==> src/rtl/pos_pkg.sv <==
// rtl/pos_pkg.sv - shared widths, state encoding and saturation helper for pos_arbiter
//
// Purpose : common definitions for the frame-synchronous position arbiter.
// Contents: POS_W        coordinate width (12 bits)
//           pos_state_e  arbiter FSM state encoding (IDLE / OWN_A / OWN_B)
//           pos_src_e    identity of the most recently granted source
//           pos_sat()    optional upper-bound saturation of a coordinate
package pos_pkg;

    localparam int POS_W = 12;

    // One bit per owning source, so each grant is a single state bit.
    typedef enum logic [1:0] {
        IDLE  = 2'b00,
        OWN_A = 2'b01,
        OWN_B = 2'b10
    } pos_state_e;

    typedef enum logic {
        SRC_A = 1'b0,
        SRC_B = 1'b1
    } pos_src_e;

    // Returns lim when saturation is enabled and v exceeds it, else v untouched.
    function automatic logic [POS_W-1:0] pos_sat(
        input logic [POS_W-1:0] v,
        input logic [POS_W-1:0] lim,
        input logic             en
    );
        return (en && (v > lim)) ? lim : v;
    endfunction

endpackage

==> src/rtl/rr_arb2.sv <==
// rtl/rr_arb2.sv - two-way round-robin pick, purely combinational
//
// Purpose : chooses between two requesters, favouring the one that did not
//           win most recently when both request.
// Ports   : req_a  in  request from source A
//           req_b  in  request from source B
//           last   in  1 = source B won most recently, 0 = source A did
//           pick_a out source A selected (never together with pick_b)
//           pick_b out source B selected
module rr_arb2 (
    input  logic req_a,
    input  logic req_b,
    input  logic last,
    output logic pick_a,
    output logic pick_b
);

    // A lone requester always wins; under contention the previous loser wins.
    assign pick_a = req_a & (~req_b |  last);
    assign pick_b = req_b & (~req_a | ~last);

endmodule

==> src/rtl/pos_arbiter.sv <==
// rtl/pos_arbiter.sv - frame-synchronous arbiter between two position sources
//
// Purpose : at each rising edge of vblnk, grants the position path to source A
//           or B (round-robin under contention) and latches that source's
//           coordinates; grant and coordinates then stay fixed for the frame.
// Config  : define POS_CLAMP_EN to saturate latched x/y to XMAX/YMAX.
// Params  : XMAX, YMAX  largest legal x / y coordinate
// Ports   : pclk                 in  clock, all state changes on rising edge
//           rst                  in  asynchronous active-high reset
//           vblnk                in  vertical blanking level (pclk domain)
//           req_a, req_b         in  position-path requests from A and B
//           xpos_a, ypos_a       in  candidate coordinates from A
//           xpos_b, ypos_b       in  candidate coordinates from B
//           gnt_a, gnt_b         out registered grants, mutually exclusive
//           xpos_out, ypos_out   out latched frame-stable position
//           pos_valid            out one-cycle pulse when a position is latched
module pos_arbiter
    import pos_pkg::*;
#(
    parameter int XMAX = 799,
    parameter int YMAX = 599
) (
    input  logic             pclk,
    input  logic             rst,
    input  logic             vblnk,
    input  logic             req_a,
    input  logic             req_b,
    input  logic [POS_W-1:0] xpos_a,
    input  logic [POS_W-1:0] ypos_a,
    input  logic [POS_W-1:0] xpos_b,
    input  logic [POS_W-1:0] ypos_b,
    output logic             gnt_a,
    output logic             gnt_b,
    output logic [POS_W-1:0] xpos_out,
    output logic [POS_W-1:0] ypos_out,
    output logic             pos_valid
);

`ifdef POS_CLAMP_EN
    localparam logic CLAMP_EN = 1'b1;
`else
    localparam logic CLAMP_EN = 1'b0;
`endif

    localparam logic [POS_W-1:0] XLIM = POS_W'(XMAX);
    localparam logic [POS_W-1:0] YLIM = POS_W'(YMAX);

    pos_state_e       state_q;
    pos_src_e         last_q;
    logic             vblnk_q;
    logic             pos_valid_q;
    logic [POS_W-1:0] xpos_q;
    logic [POS_W-1:0] ypos_q;

    logic             frame_edge;
    logic             pick_a;
    logic             pick_b;
    logic [POS_W-1:0] xpos_a_d;
    logic [POS_W-1:0] ypos_a_d;
    logic [POS_W-1:0] xpos_b_d;
    logic [POS_W-1:0] ypos_b_d;

    // vblnk_q resets high, so a blanking level already present at reset
    // release is not mistaken for a new frame.
    assign frame_edge = vblnk & ~vblnk_q;

    rr_arb2 u_rr_arb2 (
        .req_a  (req_a),
        .req_b  (req_b),
        .last   (last_q == SRC_B),
        .pick_a (pick_a),
        .pick_b (pick_b)
    );

    assign xpos_a_d = pos_sat(xpos_a, XLIM, CLAMP_EN);
    assign ypos_a_d = pos_sat(ypos_a, YLIM, CLAMP_EN);
    assign xpos_b_d = pos_sat(xpos_b, XLIM, CLAMP_EN);
    assign ypos_b_d = pos_sat(ypos_b, YLIM, CLAMP_EN);

    // Arbitration happens only on a frame edge; between edges the owner is
    // held regardless of its request, and coordinates are frozen.
    always_ff @(posedge pclk or posedge rst) begin
        if (rst) begin
            state_q     <= IDLE;
            last_q      <= SRC_B;
            vblnk_q     <= 1'b1;
            pos_valid_q <= 1'b0;
            xpos_q      <= '0;
            ypos_q      <= '0;
        end else begin
            vblnk_q     <= vblnk;
            pos_valid_q <= 1'b0;
            if (frame_edge) begin
                if (pick_a) begin
                    state_q     <= OWN_A;
                    last_q      <= SRC_A;
                    xpos_q      <= xpos_a_d;
                    ypos_q      <= ypos_a_d;
                    pos_valid_q <= 1'b1;
                end else if (pick_b) begin
                    state_q     <= OWN_B;
                    last_q      <= SRC_B;
                    xpos_q      <= xpos_b_d;
                    ypos_q      <= ypos_b_d;
                    pos_valid_q <= 1'b1;
                end else begin
                    // No requester: release the path, keep the old position.
                    state_q     <= IDLE;
                end
            end
        end
    end

    // Each grant is a single bit of the state register (one-hot encoding).
    assign gnt_a     = state_q[0];
    assign gnt_b     = state_q[1];
    assign xpos_out  = xpos_q;
    assign ypos_out  = ypos_q;
    assign pos_valid = pos_valid_q;

endmodule

==> config.mk <==
export PLATFORM = sky130hd
export DESIGN_NAME = pos_arbiter
export DESIGN_NICKNAME = d
export VERILOG_FILES = /design/src/rtl/pos_pkg.sv /design/src/rtl/rr_arb2.sv /design/src/rtl/pos_arbiter.sv
export SDC_FILE = /design/constraint.sdc
export NUM_CORES = 1
export LEC_CHECK = 0
export BUFFER_PORTS_ARGS = -buffer_cell sky130_fd_sc_hd__buf_4
export CORE_MARGIN = 2
export CORE_UTILIZATION = 48
export DETAILED_ROUTE_END_ITERATION = 12
export HOLD_SLACK_MARGIN = 0.02
export PLACE_DENSITY = 0.84
export SLEW_MARGIN = 20
export SYNTH_ARGS = -nofsm -noshare
export SYNTH_HDL_FRONTEND = slang
export SYNTH_SLANG_ARGS = --single-unit
==> constraint.sdc <==
create_clock -name pclk -period 3.14 [get_ports pclk]
set_input_delay 0 -clock pclk [delete_from_list [all_inputs] [get_ports pclk]]
set_output_delay 0 -clock pclk [all_outputs]
set_load 0.05 [all_outputs]
## Word-level counts from Yosys, hierarchy flattened

Index checks and enable logic that the tools add are counted.

- Reduce and logical (&&, ||, !) cells: 2
- Bitwise operators: 9
- Muxes and demuxes: 11

Operators with widths:

| operator | number |
|---|---|
| 2-to-1 mux 12 bit | 4 |
| 2-to-1 mux 1 bit | 5 |
| 2-to-1 mux 2 bit | 2 |
| inverter 1 bit | 4 |
| bitwise AND 1 bit | 3 |
| bitwise OR 1 bit | 2 |
| AND reduction 2 bit | 1 |
| nonzero test 2 bit | 1 |

- Bits of input ports: 53
- Word-level logic and storage cells: 28
- Output and inout bits: 27
- Register bits after elaboration: 29

## Longest topological paths before layout

- Word-level depth: 6
- Mapped depth: 7
- Gate-level depth less buffers: 3

## By module

A second synthesis with hierarchy kept.

- Cells, all modules: 98
- Area, all modules: 1,579.0 um^2

By module, submodules not included:

| module | seq. area each (um^2) | instances | cells each | area an instance (um^2) |
|---|---|---|---|---|
| pos_arbiter | 728.2 | 1 | 95 | 1,560.2 |
| rr_arb2 | 0.0 | 1 | 3 | 18.8 |

## Least setup slack after synthesis

OpenSTA, ideal clock, no wires.

- Path kind: flip-flop to flip-flop
- From: register last_q
- To: register xpos_q[10], in the netlist xpos_out[10]
- Library setup time: 81 ps
- Path buffers: 2
- Stages on the path, launching flop included: 6
- Clock period less this slack: 1,458 ps
- Required time: 3,059 ps
- Setup slack: 1,682 ps
- Data arrival time: 1,377 ps
- Cells stage by stage: dfstp_2 nand2b_1 clkbuf_1 clkbuf_1 nand3_1 a31oi_2

- Longest elaborated chain between the ends: 5
- Elaborated cells between the ends (all ways): 8
- Those cells by class: 1 x mux; 5 x bitwise; 2 x reduce/logical

RTL lines:

| element | line | source |
|---|---|---|
| from (decl) | pos_arbiter.sv:49 | `pos_src_e last_q;` |
| from (signal assigned) | pos_arbiter.sv:85 | `last_q <= SRC_B;` |
| from (signal assigned) | pos_arbiter.sv:96 | `last_q <= SRC_A;` |
| from (signal assigned) | pos_arbiter.sv:102 | `last_q <= SRC_B;` |
| inverter 1 bit | rr_arb2.sv:20 | `assign pick_b = req_b & (~req_a \| ~last);` |
| bitwise OR 1 bit | rr_arb2.sv:20 |  |
| bitwise AND 1 bit | rr_arb2.sv:20 |  |
| nonzero test 2 bit (no line) | -- |  |
| AND reduction 2 bit (no line) | -- |  |
| to (signal assigned) | pos_arbiter.sv:97 | `xpos_q <= xpos_a_d;` |
| to (signal assigned) | pos_arbiter.sv:103 | `xpos_q <= xpos_b_d;` |
| to (decl) | pos_arbiter.sv:52 | `logic [POS_W-1:0] xpos_q;` |

Parallel ways exist; a longest one is shown, timed or not.
A chain may end at the register's enable or synchronous reset.

## Worst setup path in the final report

- From: register last_q
- To: register ypos_q[2], in the netlist ypos_out[2]

- Longest elaborated chain between the ends: 5
- Elaborated cells between the ends (all ways): 8
- Those cells by class: 1 x mux; 5 x bitwise; 2 x reduce/logical

RTL lines:

| element | line | source |
|---|---|---|
| inverter 1 bit | rr_arb2.sv:20 |  |
| bitwise OR 1 bit | rr_arb2.sv:20 |  |
| bitwise AND 1 bit | rr_arb2.sv:20 |  |
| nonzero test 2 bit (no line) | -- |  |
| AND reduction 2 bit (no line) | -- |  |
| to (signal assigned) | pos_arbiter.sv:98 | `ypos_q <= ypos_a_d;` |
| to (signal assigned) | pos_arbiter.sv:104 | `ypos_q <= ypos_b_d;` |
| to (decl) | pos_arbiter.sv:53 | `logic [POS_W-1:0] ypos_q;` |

Parallel ways exist; a longest one is shown, timed or not.

==> flow_metrics.env <==
export IMPL_status="complete, no violations"
export IMPL_finalWeightedCongestion=0.762
export IMPL_synthTopCellsByCount="dfrtp_1 (27), a21oi_1 (25), nand3_1 (25)"
export IMPL_critical_path_class="reg -> reg"
export IMPL_skew_ns=0.0218
export IMPL_multi_input_comb_area_um2=712
export IMPL_synthCells=160
export IMPL_min_period_ns=2.54
export IMPL_clk_latency_ns=0.34
export IMPL_syn_avg_cell_area_um2=9.73
export IMPL_die_h_um=60.9
export IMPL_setup_ws_ns=0.598
export IMPL_combPwrFrac_pct=45.8
export IMPL_yosysSeqAreaShare_pct=46.8
export IMPL_hold_path_class="in -> reg"
export IMPL_synth_edf_count=0
export IMPL_syn_to_final_growth_pct=73.4
export IMPL_synth_top_area_share_pct=43.4
export IMPL_drv_slew=0
export IMPL_p_leak_uw=0.00115
export IMPL_grt_pass1_vias=1891
export IMPL_wl_per_cell_um=18.9
export IMPL_synth_ff_type="dfrtp_1"
export IMPL_vias=1929
export IMPL_fin_nets=332
export IMPL_postLayoutCellArea_mm2=0.00270
export IMPL_placed_area_mm2=0.00210
export IMPL_p_sw_uw=612
export IMPL_tritoncts="yes"
export IMPL_grt_max_degree=30
export IMPL_power_uw=1520
export IMPL_slew_headroom_pct=33.8
export IMPL_die_w_um=60.9
export IMPL_routed_wl_um=6120
export IMPL_p_per_area_mw_per_mm2=564
export IMPL_seqCellArea_um2=728
export IMPL_setup_tns_ns=0
export IMPL_dr_pass1_iters=5
export IMPL_cts_setup_buffers=0
export IMPL_gr_usage_all_layers_pct=35.3
export IMPL_synth_area_mm2=0.00156
export IMPL_start_util_pct=50.6
export IMPL_synth_top_area_cell="dfrtp_1"
export IMPL_ys_warn_count=0
export IMPL_critPathArrivalTime_ns=2.80
export IMPL_peakVddDrop_v=0.000377
export IMPL_hpwl_um=2830
export IMPL_io_buffer_count=79
export IMPL_fp_coreArea_mm2=0.00308
export IMPL_ys_types=20
export IMPL_hold_viol_final=0
export IMPL_worstSetupEndpointType="flop"
export IMPL_crit_fanout=24
export IMPL_cts_buffers_inserted=5
export IMPL_ctsRootBufferMaster="clkbuf_4"
export IMPL_period_share_pct=81.0
export IMPL_htree_levels=2
export IMPL_sequentialPowerShare_pct=32.1
export IMPL_fmax_mhz=393
export IMPL_drtAntennaViolNets=0
export IMPL_clockBufferDepth=2
export IMPL_synth_most_common_cell="dfrtp_1"
export IMPL_pwr_share_clk_pct=22.1
export IMPL_maxCapViolCount=0
export IMPL_route_detailed_drc=0
export IMPL_drt_iter0_markers=124
export IMPL_fillers=158
export IMPL_path_clk_slew_ns=0.12
export IMPL_power_switching_share_pct=40.2
export IMPL_async_reset_ff_share_pct=100
export IMPL_worst_setup_path_start_kind="flop"
export IMPL_syn_nets=213
export IMPL_vias_per_cell=5.95
export IMPL_num_antenna_cells=0
export IMPL_required_ns=3.40
export IMPL_synth_seq_cells=29
export IMPL_synth_area_leaders="dfrtp_1 (43%), a31oi_2 (15%), a21oi_1 (8.0%)"
export IMPL_cellInternalPower_uw=910
export IMPL_pre_cts_slack_ns=1.35
export IMPL_drive_above_1_share_pct=40.0
export IMPL_io_pin_count=80
export IMPL_worst_slew_pin_slew_ns=0.993
export IMPL_cts_sinks=29
export IMPL_setup_violations=0
export IMPL_grt_overflow_total=0
export IMPL_rows=20
export IMPL_grt_antenna_before_repair=0
export IMPL_grt_pass1_wl_um=9270
export IMPL_die_area_mm2=0.00371
export IMPL_rsz0062_at_grt="no"
## power groups by stage
stage	combinational, uW	sequential (uW)	clock [uW]
global route	729	494	351
floorplan	168	701	0
CTS	670	481	324
global placement	555	485	0
detailed placement	565	487	0
finish	698	488	336
## per-layer routing
layer / vias up / share of wire, % / global-route usage, %
li1: 828 / - / -
met2: 113 / 53 / 59.3
met1: 958 / 37 / 41.1
met5: - / 0 / 0
met3: 30 / 6.1 / 8.53
met4: 0 / 3.9 / 19.9
## logic make-up (layout without fill, tap and decap cells)
| family | count (synthesis) | in the layout | synth area share [%] |
|---|---|---|---|
| simple gates | 35 | 35 | 11.7 |
| flops | 29 | 29 | 46.8 |
| compound gates | 75 | 75 | 33.9 |
| buf+inv | 21 | 141 | 7.64 |
## registers in the layout, indices dropped and copies added, names as in the netlist
signal     count
ypos_out      12
vblnk_q        1
xpos_out      12
state_q        2
pos_valid      1
last_q         1
## through the flow
stage	std cells	hold slack, ns	util (%)
5_1_grt	324	0.105	87.7
2_1_floorplan	160	0.00448	-
3_3_place_gp	265	0.126	68.3
3_5_place_dp	265	0.126	68.3
6_report	324	0.0970	87.7
4_1_cts	324	0.0521	87.7
## worst max-delay path: stages (launching register included)
cell,delay [ns]
dfstp_2,0.59
nand2b_1,0.78
nand3_1,0.22
a31oi_2,0.26
dlygate4sd3_1,0.60
## path summary, 6_finish.rpt
kind	startpoint	end	slack, ns	cells past startpoint
hold reg to reg	state_q[0]	state_q[0]	0.51	2
setup reg to reg	last_q	ypos_out[2]	0.60	4
max in group asynchronous	rst	xpos_out[1]	2.41	3
setup / recovery	last_q	ypos_out[2]	0.60	4
hold / removal	req_a	last_q	0.1	2
min in group asynchronous	rst	ypos_out[6]	0.29	3
## placed cells by master, fill, tap and decap left out, types with 2 or more instances in the layout
cell and n:
inv_2 2, a31oi_1 6, nand2_1 4, dfrtp_1 27, a21oi_1 25, a31oi_2 19, nand2b_1 2, o21ai_0 24
nand3_1 25, dfstp_2 2, clkbuf_4 5, dlygate4sd3_1 51, buf_4 80
## cell type report
type                            count  share of cell area [%]
Clock inverter                      1                    1.11
Tap cell                           44                    2.04
Timing Repair Buffer              131                    41.2
Clock buffer                        7                    2.04
Multi-Input combinational cell    110                    26.4
Sequential cell                    29                    27.0
Inverter                            2                   0.278
## repair_timing
action                    CTS  global route
hold buffers               51             0
hold endpoints to repair   55             0
resized for setup           0             0
(Power assumes the default switching activity.)
